`src/rtl/sample_fifo.sv`:
```
// sample_fifo: circular sample buffer between the sample source and the DSP filter
// stages. It has a registered single-cycle pop, occupancy flags and a synchronous flush.
// An optional prime gate holds reads off until the buffer has been full once since the
// last reset or flush.
module sample_fifo #(
  parameter int DATA_WIDTH = 24,
  parameter int ADDR_WIDTH = 3,
  parameter int AF_THRESH  = (1 << ADDR_WIDTH) - 1,
  parameter int PRIME_MODE = 1
) (
  input  logic                  clk,
  input  logic                  reset_n,
  input  logic                  flush,
  input  logic                  wr_en,
  input  logic [DATA_WIDTH-1:0] wr_data,
  input  logic                  rd_en,
  output logic [DATA_WIDTH-1:0] rd_data,
  output logic                  rd_valid,
  output logic                  full,
  output logic                  empty,
  output logic                  almost_full,
  output logic [ADDR_WIDTH:0]   count,
  output logic                  primed
);

  localparam int                DEPTH   = 1 << ADDR_WIDTH;
  localparam logic [ADDR_WIDTH:0] DEPTH_C = (ADDR_WIDTH+1)'(DEPTH);
  localparam logic [ADDR_WIDTH:0] AF_C    = (ADDR_WIDTH+1)'(AF_THRESH);
  localparam logic [ADDR_WIDTH:0] ONE_C   = (ADDR_WIDTH+1)'(1);
  localparam logic [ADDR_WIDTH-1:0] PTR_ONE = ADDR_WIDTH'(1);
  localparam bit                GATE_RD = (PRIME_MODE != 0);

  // Storage is deliberately left unreset; the pointers and count define what is valid.
  logic [DATA_WIDTH-1:0] mem [DEPTH];

  logic [ADDR_WIDTH-1:0] wr_ptr;
  logic [ADDR_WIDTH-1:0] rd_ptr;
  logic [ADDR_WIDTH:0]   count_nxt;
  logic                  rd_ok;
  logic                  wr_ok;

  // Flags come straight from the registered count, so they carry no extra latency.
  assign full        = (count == DEPTH_C);
  assign empty       = (count == '0);
  assign almost_full = (count >= AF_C);

  // A pop needs data, and when gating is enabled the buffer must have been primed.
  // A write into a full buffer is accepted only when a pop frees a slot in the same cycle.
  // Flush overrides both, so nothing moves while the buffer is being cleared.
  assign rd_ok = rd_en & ~flush & ~empty & (primed | ~GATE_RD);
  assign wr_ok = wr_en & ~flush & (~full | rd_ok);

  // Next occupancy. A simultaneous push and pop leaves the count unchanged.
  always_comb begin
    count_nxt = count;
    case ({wr_ok, rd_ok})
      2'b10:   count_nxt = count + ONE_C;
      2'b01:   count_nxt = count - ONE_C;
      default: count_nxt = count;
    endcase
  end

  // ---- stage p0 -> p1: the sample array captures accepted writes ----
  // Write into the array at the write pointer on an accepted push.
  always_ff @(posedge clk) begin
    if (wr_ok) begin
      mem[wr_ptr] <= wr_data;
    end
  end

  // Update pointers, count and the sticky primed flag; flush returns them to the empty state.
  always_ff @(posedge clk or negedge reset_n) begin
    if (!reset_n) begin
      wr_ptr <= '0;
      rd_ptr <= '0;
      count  <= '0;
      primed <= 1'b0;
    end else if (flush) begin
      wr_ptr <= '0;
      rd_ptr <= '0;
      count  <= '0;
      primed <= 1'b0;
    end else begin
      if (wr_ok) begin
        wr_ptr <= wr_ptr + PTR_ONE;
      end
      if (rd_ok) begin
        rd_ptr <= rd_ptr + PTR_ONE;
      end
      count <= count_nxt;
      if (count_nxt == DEPTH_C) begin
        primed <= 1'b1;
      end
    end
  end

  // ---- stage p1: registered read port ----
  // Register the popped head. The array read happens before this edge's write lands, so a
  // same-cycle push is never bypassed. Data is held at zero whenever it is not valid.
  always_ff @(posedge clk or negedge reset_n) begin
    if (!reset_n) begin
      rd_valid <= 1'b0;
      rd_data  <= '0;
    end else if (rd_ok) begin
      rd_valid <= 1'b1;
      rd_data  <= mem[rd_ptr];
    end else begin
      rd_valid <= 1'b0;
      rd_data  <= '0;
    end
  end

endmodule
```
`config.mk`:
```
export PLATFORM = sky130hd
export DESIGN_NAME = sample_fifo
export DESIGN_NICKNAME = d
export VERILOG_FILES = /design/src/rtl/sample_fifo.sv
export SDC_FILE = /design/constraint.sdc
export NUM_CORES = 1
export LEC_CHECK = 0
export CAP_MARGIN = 10
export CORE_ASPECT_RATIO = 0.9
export CORE_MARGIN = 1.5
export CORE_UTILIZATION = 50
export DETAILED_ROUTE_END_ITERATION = 12
export GPL_TIMING_DRIVEN = 0
export PLACE_DENSITY_LB_ADDON = 0.2
export SYNTH_ARGS = -nofsm -noshare
export SYNTH_HDL_FRONTEND = slang
export SYNTH_SLANG_ARGS = --single-unit
```
`constraint.sdc`:
```
create_clock -name clk -period 4.35 [get_ports clk]
set_clock_uncertainty 0.05 [all_clocks]
set_input_delay 0.87 -clock clk [delete_from_list [all_inputs] [get_ports clk]]
set_output_delay 0.87 -clock clk [all_outputs]
set_load 0.005 [all_outputs]
```
## Yosys cells after proc, flatten, opt, wreduce, memory -nomap -nowiden

Memories as Yosys holds them, arrays and structs flattened.
Index checks and enable logic that the tools add are counted.

| cells by class | value |
|---|---|
| $add $sub $neg | 4 |
| $lt $le $gt $ge | 1 |
| eq/ne operators | 4 |
| muxes and demuxes | 12 |
| bitwise logic cells | 9 |
| reduce and logical (&&, ||, !) cells | 4 |

Operators by type and width:

| cell | count |
|---|---|
| $mux 24 | 1 |
| $mux 3 | 4 |
| $eq 4x4->1 const B | 2 |
| $pmux 4 s2 | 1 |
| $add 3x1->3 const B | 2 |
| $reduce_bool 2->1 | 3 |
| $and 1x1->1 | 5 |
| $mux 1 | 5 |
| $add 4x1->4 const B | 1 |
| $ge 4x3->1 const B | 1 |
| $logic_not 4->1 | 1 |
| $mux 4 | 1 |
| $sub 4x1->4 const B | 1 |
| $not 1->1 | 3 |
| $eq 2x1->1 const B | 1 |
| $eq 2x2->1 const B | 1 |
| $or 1x1->1 | 1 |

| word-level totals | value |
|---|---|
| register bits | 36 |
| memory bits (writable) | 192 |
| word-level logic and storage cells | 41 |
| memories kept | 1 |

Memories:

| name | words | width | read ports | clocked after Yosys merged registers in | wr ports | line | source |
|---|---|---|---|---|---|---|---|
| mem | 8 | 24 | 1 | 0 | 1 | 34 | `logic [DATA_WIDTH-1:0] mem [DEPTH];` |

## Logic depth before layout (Yosys ltp)

| depth | value |
|---|---|
| depth after elaboration | 11 |
| mapped depth | 11 |

## Least setup slack after synthesis

Ideal clock, no wire load.

| path | value |
|---|---|
| kind | in2reg |
| start point | input port flush |
| end point | memory mem[0][0], enable pin |
| data arrival time | 3.259 ns |
| required time | 3.865 ns |
| slack | 0.606 ns |
| stages on the path | 4 |
| path buffers | 1 |
| path through | clkbuf_1 > a311oi_2 > nand2b_1 > nor3_1 |

| between the ends | value |
|---|---|
| cells in the longest elaborated chain, start to end | 8 |

Ends and longest elaborated chain:

| element | line | source |
|---|---|---|
| start: declaration | 13 | `input logic flush,` |
| $not 1->1 (*) | 50, 51 |  |
| $and 1x1->1 (3 in series) | 50 | `assign rd_ok = rd_en & ~flush & ~empty & (primed \| ~GATE_RD);` |
| $or 1x1->1 | 51 | `assign wr_ok = wr_en & ~flush & (~full \| rd_ok);` |
| $and 1x1->1 (*) | 51 |  |
| $mux 1 (*) | 66 | `if (wr_ok) begin` |
| $mux 1 (implied by the code) (*) | 67 | `mem[wr_ptr] <= wr_data;` |
| end: declaration | 34 |  |

Every way passes the cells marked *; elsewhere a longest branch is shown, timed or not.

## Worst setup path after layout

| path | value |
|---|---|
| start point | input port flush |
| end point | register primed |

| between the ends | value |
|---|---|
| cells in the longest elaborated chain, start to end | 10 |

Ends and longest elaborated chain:

| element | line | source |
|---|---|---|
| $not 1->1 | 50, 51 |  |
| $and 1x1->1 (3 in series) | 50 |  |
| $or 1x1->1 | 51 |  |
| $and 1x1->1 | 51 |  |
| $eq 2x1->1 / $eq 2x2->1 (equally long branches) | 56 | `case ({wr_ok, rd_ok})` |
| $pmux 4 s2 | 56 |  |
| $eq 4x4->1 | 91 | `if (count_nxt == DEPTH_C) begin` |
| $reduce_bool 2->1 (no line) | - |  |
| end signal: assignment | 77 | `primed <= 1'b0;` |
| end signal: assignment | 82 | `primed <= 1'b0;` |
| end signal: assignment | 92 | `primed <= 1'b1;` |
| end: declaration | 23 | `output logic primed` |

Parallel ways exist; a longest one is shown, timed or not.
A chain may end at the register's enable or synchronous reset.

==> flow_summary.json <==
{
  "ys_ff_latch": 228,
  "wl_per_cell_um": 20.8,
  "die_h_um": 128,
  "switching_share_pct": 20.5,
  "gp_congestion": 0.762,
  "htreeDepth": 1,
  "rows": 45,
  "core-area_sq_um": 17000,
  "start_kind": "input pin",
  "grt_usage_pct": 18.4,
  "yosys_warnings": 0,
  "clock-root-buffer": "clkbuf_16",
  "ys_seq_area_share_pct": 76.3,
  "num_vias": 4128,
  "outcome": "completed",
  "grt_max_degree": 25,
  "ys.flop_type": "edfxtp_1",
  "io_pins": 62,
  "slowest_delay_ns": 0.47,
  "wirelength_mm": 15.9,
  "drt_iter0_markers": 244,
  "tns_ns": 0,
  "dieWidth_um": 142,
  "combPwrFrac_pct": 5.2,
  "clk_pin_slew_ns": 0.06,
  "rsz0062_at_grt": "false",
  "fin_ws_ns": 1.02,
  "cts_resized": 0,
  "worstMarginPinSlew_ns": 0.955,
  "grt.overflow.total": 0,
  "maxSlewViolCount": 0,
  "firstDrtPassIters": 4,
  "ir_drop_mv": 0.273,
  "cts_setup_buffers": 0,
  "area.growth.synth_to_final_pct": 19.4,
  "grt_pass1_wl_mm": 24.7,
  "pwr-share-clk_pct": 39.9,
  "intPower_mw": 3.52,
  "syn_nets": 456,
  "cts_hold_buffers": 0,
  "critPathSlowestCell": "clkdlybuf4s50_1",
  "nets": 547,
  "vias_per_cell": 5.40,
  "insertion_delay_ns": 0.50,
  "synth_area_per_cell_sq_um": 20.7,
  "initial_core_util_pct": 51.4,
  "finalPower_mw": 4.43,
  "numCtsBuffers": 23,
  "diodes": 0,
  "dp.cells": 723,
  "p_leak_nw": 3.41,
  "hpwl_mm": 9.54,
  "netlist-cell-type-count": 43,
  "path_max_fanout": 10,
  "ant_nets": 0,
  "fin_crit_sh_pct": 76.6,
  "hold_path.class": "in -> async",
  "power_density_nw_per_um2": 425,
  "crit_top_cell": "a21oi_1",
  "place_ws_ns": 0.534,
  "fin_crit_ns": 3.33,
  "syn-cell-area_sq_um": 8730,
  "crit_family": "compound AO/OA/AOI/OAI gates",
  "antenna_found_initial": 0,
  "syn_inst": 422,
  "p_switching_mw": 0.908,
  "design_area_sq_um": 10400,
  "max_cap_viol_count": 0,
  "slew_headroom_pct": 36.3,
  "stdcell_count": 765,
  "synth_edf_count": 192,
  "power_frac_seq_pct": 54.9,
  "cts_tree": "done",
  "drive_gt1_share_pct": 21.9,
  "path_cells": "clkdlybuf4s50_1 -> clkbuf_1 -> inv_1 -> a21oi_1 -> ha_1 -> a21oi_1 -> a21boi_0 -> o21bai_1 -> a31oi_1 -> a22o_1",
  "grt_pass1_vias": 4344,
  "drc": 0,
  "io_buffers": 61,
  "hold_viol": 0,
  "max_clock_freq_mhz": 300,
  "crit_required_ns": 4.68,
  "synthArstFlopShare_pct": 15.8,
  "crit_type": "in -> reg",
  "critPathCaptureType": "flop",
  "timing.critical_path.buf_inv": 3,
  "clock_sinks": 228,
  "place_area_sq_um": 9750,
  "worstPathArrival_ns": 3.66,
  "setup_viol": 0,
  "die_area_sq_um": 18300,
  "cts.path.max_buffers": 3
}
power groups by stage:
stage | Clock (mW) | Combinational, mW | Sequential [mW]
after CTS | 1.81 | 0.233 | 2.43
after global placement | 0 | 0.214 | 2.48
final | 1.77 | 0.230 | 2.43
after detailed placement | 0 | 0.231 | 2.48
after floorplan | 0 | 0.115 | 2.47
after global routing | 1.88 | 0.253 | 2.44
metal layers:
layer  wire length [um]  part of all wire, %  vias to the layer above  GRT usage (%)
met5                  0                    0                        -              0
met4                295                  1.9                        0           4.79
met3                861                  5.4                       27           3.28
met2               7860                   49                      111           31.4
met1               6910                   43                     2113           24.9
li1                   -                    -                     1877              -
metrics by stage:
step / hold slack [ns] / utilization, %
finish: 0.225 / 61.3
global route: 0.247 / 61.3
CTS: 0.231 / 61.3
detailed placement: 0.553 / 57.4
global placement: 0.513 / 56.7
floorplan: 0.494 / -
state kept, by name (all words and copies together) (netlist names):
register  flops
rd_ptr        3
primed        1
rd_valid      1
mem         192
count         4
wr_ptr        3
rd_data      24
final cells by class:
type	instances	area (sq um)
Clock buffer	35	631
Buffer	20	118
Timing Repair Buffer	66	671
Sequential cell	228	6670
Inverter	5	23.8
Tap cell	235	294
Multi-Input combinational cell	169	1980
Clock inverter	7	43.8
Fill cell	1254	6580
cell usage after synthesis, drive strengths merged, types with 2 or more instances:
| library cell | instances | area, sq um |
|---|---|---|
| mux4 | 48 | 1080 |
| or3 | 2 | 12.5 |
| o21ai | 5 | 25.0 |
| clkbuf | 3 | 11.3 |
| edfxtp | 192 | 5770 |
| inv | 5 | 23.8 |
| mux2i | 27 | 270 |
| a21oi | 7 | 38.8 |
| buf | 17 | 106 |
| xor2 | 2 | 25.0 |
| ha | 4 | 50.1 |
| a21boi | 2 | 15.0 |
| xnor2 | 2 | 17.5 |
| nor2 | 33 | 126 |
| nor3 | 4 | 31.3 |
| dfrtp | 36 | 901 |
| nand2 | 13 | 51.3 |
| nand2b | 4 | 25.0 |
| a22o | 2 | 17.5 |
layout by cell type (no fill, tap or decap), types with 6 or more instances in the layout:
cell type,Yosys,final
edfxtp_1,192,192
clkdlybuf4s50_1,0,60
mux4_2,48,48
dfrtp_1,36,36
mux2i_1,27,27
nor2_1,32,26
clkbuf_16,0,23
clkbuf_1,3,14
nand2_1,12,12
buf_2,10,11
buf_6,4,8
a21oi_1,6,6
nor2_4,0,6
worst register-to-register path, delay by kind of cell, from the launching register on:
kind,cells,cell delay [ns]
AO/OA/AOI/OAI,6,1.19
flip-flops,1,0.55
AND/OR/NAND/NOR,2,0.50
adder cells (fa/ha/maj),1,0.35
buffers and inverters,1,0.16
cell families after synthesis:
group,after synthesis,share of synthesized area (%)
AO/OA/AOI/OAI,21,1.66
XOR/XNOR,4,0.487
adder cells (fa/ha/maj),5,0.802
buffers and inverters,25,1.62
flip-flops,228,76.3
multiplexers,76,15.6
AND/OR/NAND/NOR,63,3.45
path summary, 6_finish.rpt:
path / depth (start not counted) / slack (ns) / to / start
worst min register to register: 2 / 0.56 / wr_ptr[0]$_DFFE_PN0P_ / wr_ptr[0]$_DFFE_PN0P_
min in group clk: 2 / 0.56 / wr_ptr[0]$_DFFE_PN0P_ / wr_ptr[0]$_DFFE_PN0P_
worst max register to register: 10 / 1.43 / primed$_DFFE_PN0P_ / count[1]$_DFF_PN0_
worst max-delay path: 10 / 1.02 / primed$_DFFE_PN0P_ / flush
max in group asynchronous: 2 / 3.56 / rd_data[5]$_DFF_PN0_ / reset_n
worst min-delay path: 1 / 0.22 / count[1]$_DFF_PN0_ / reset_n
Power figures use the tool's default switching activity.
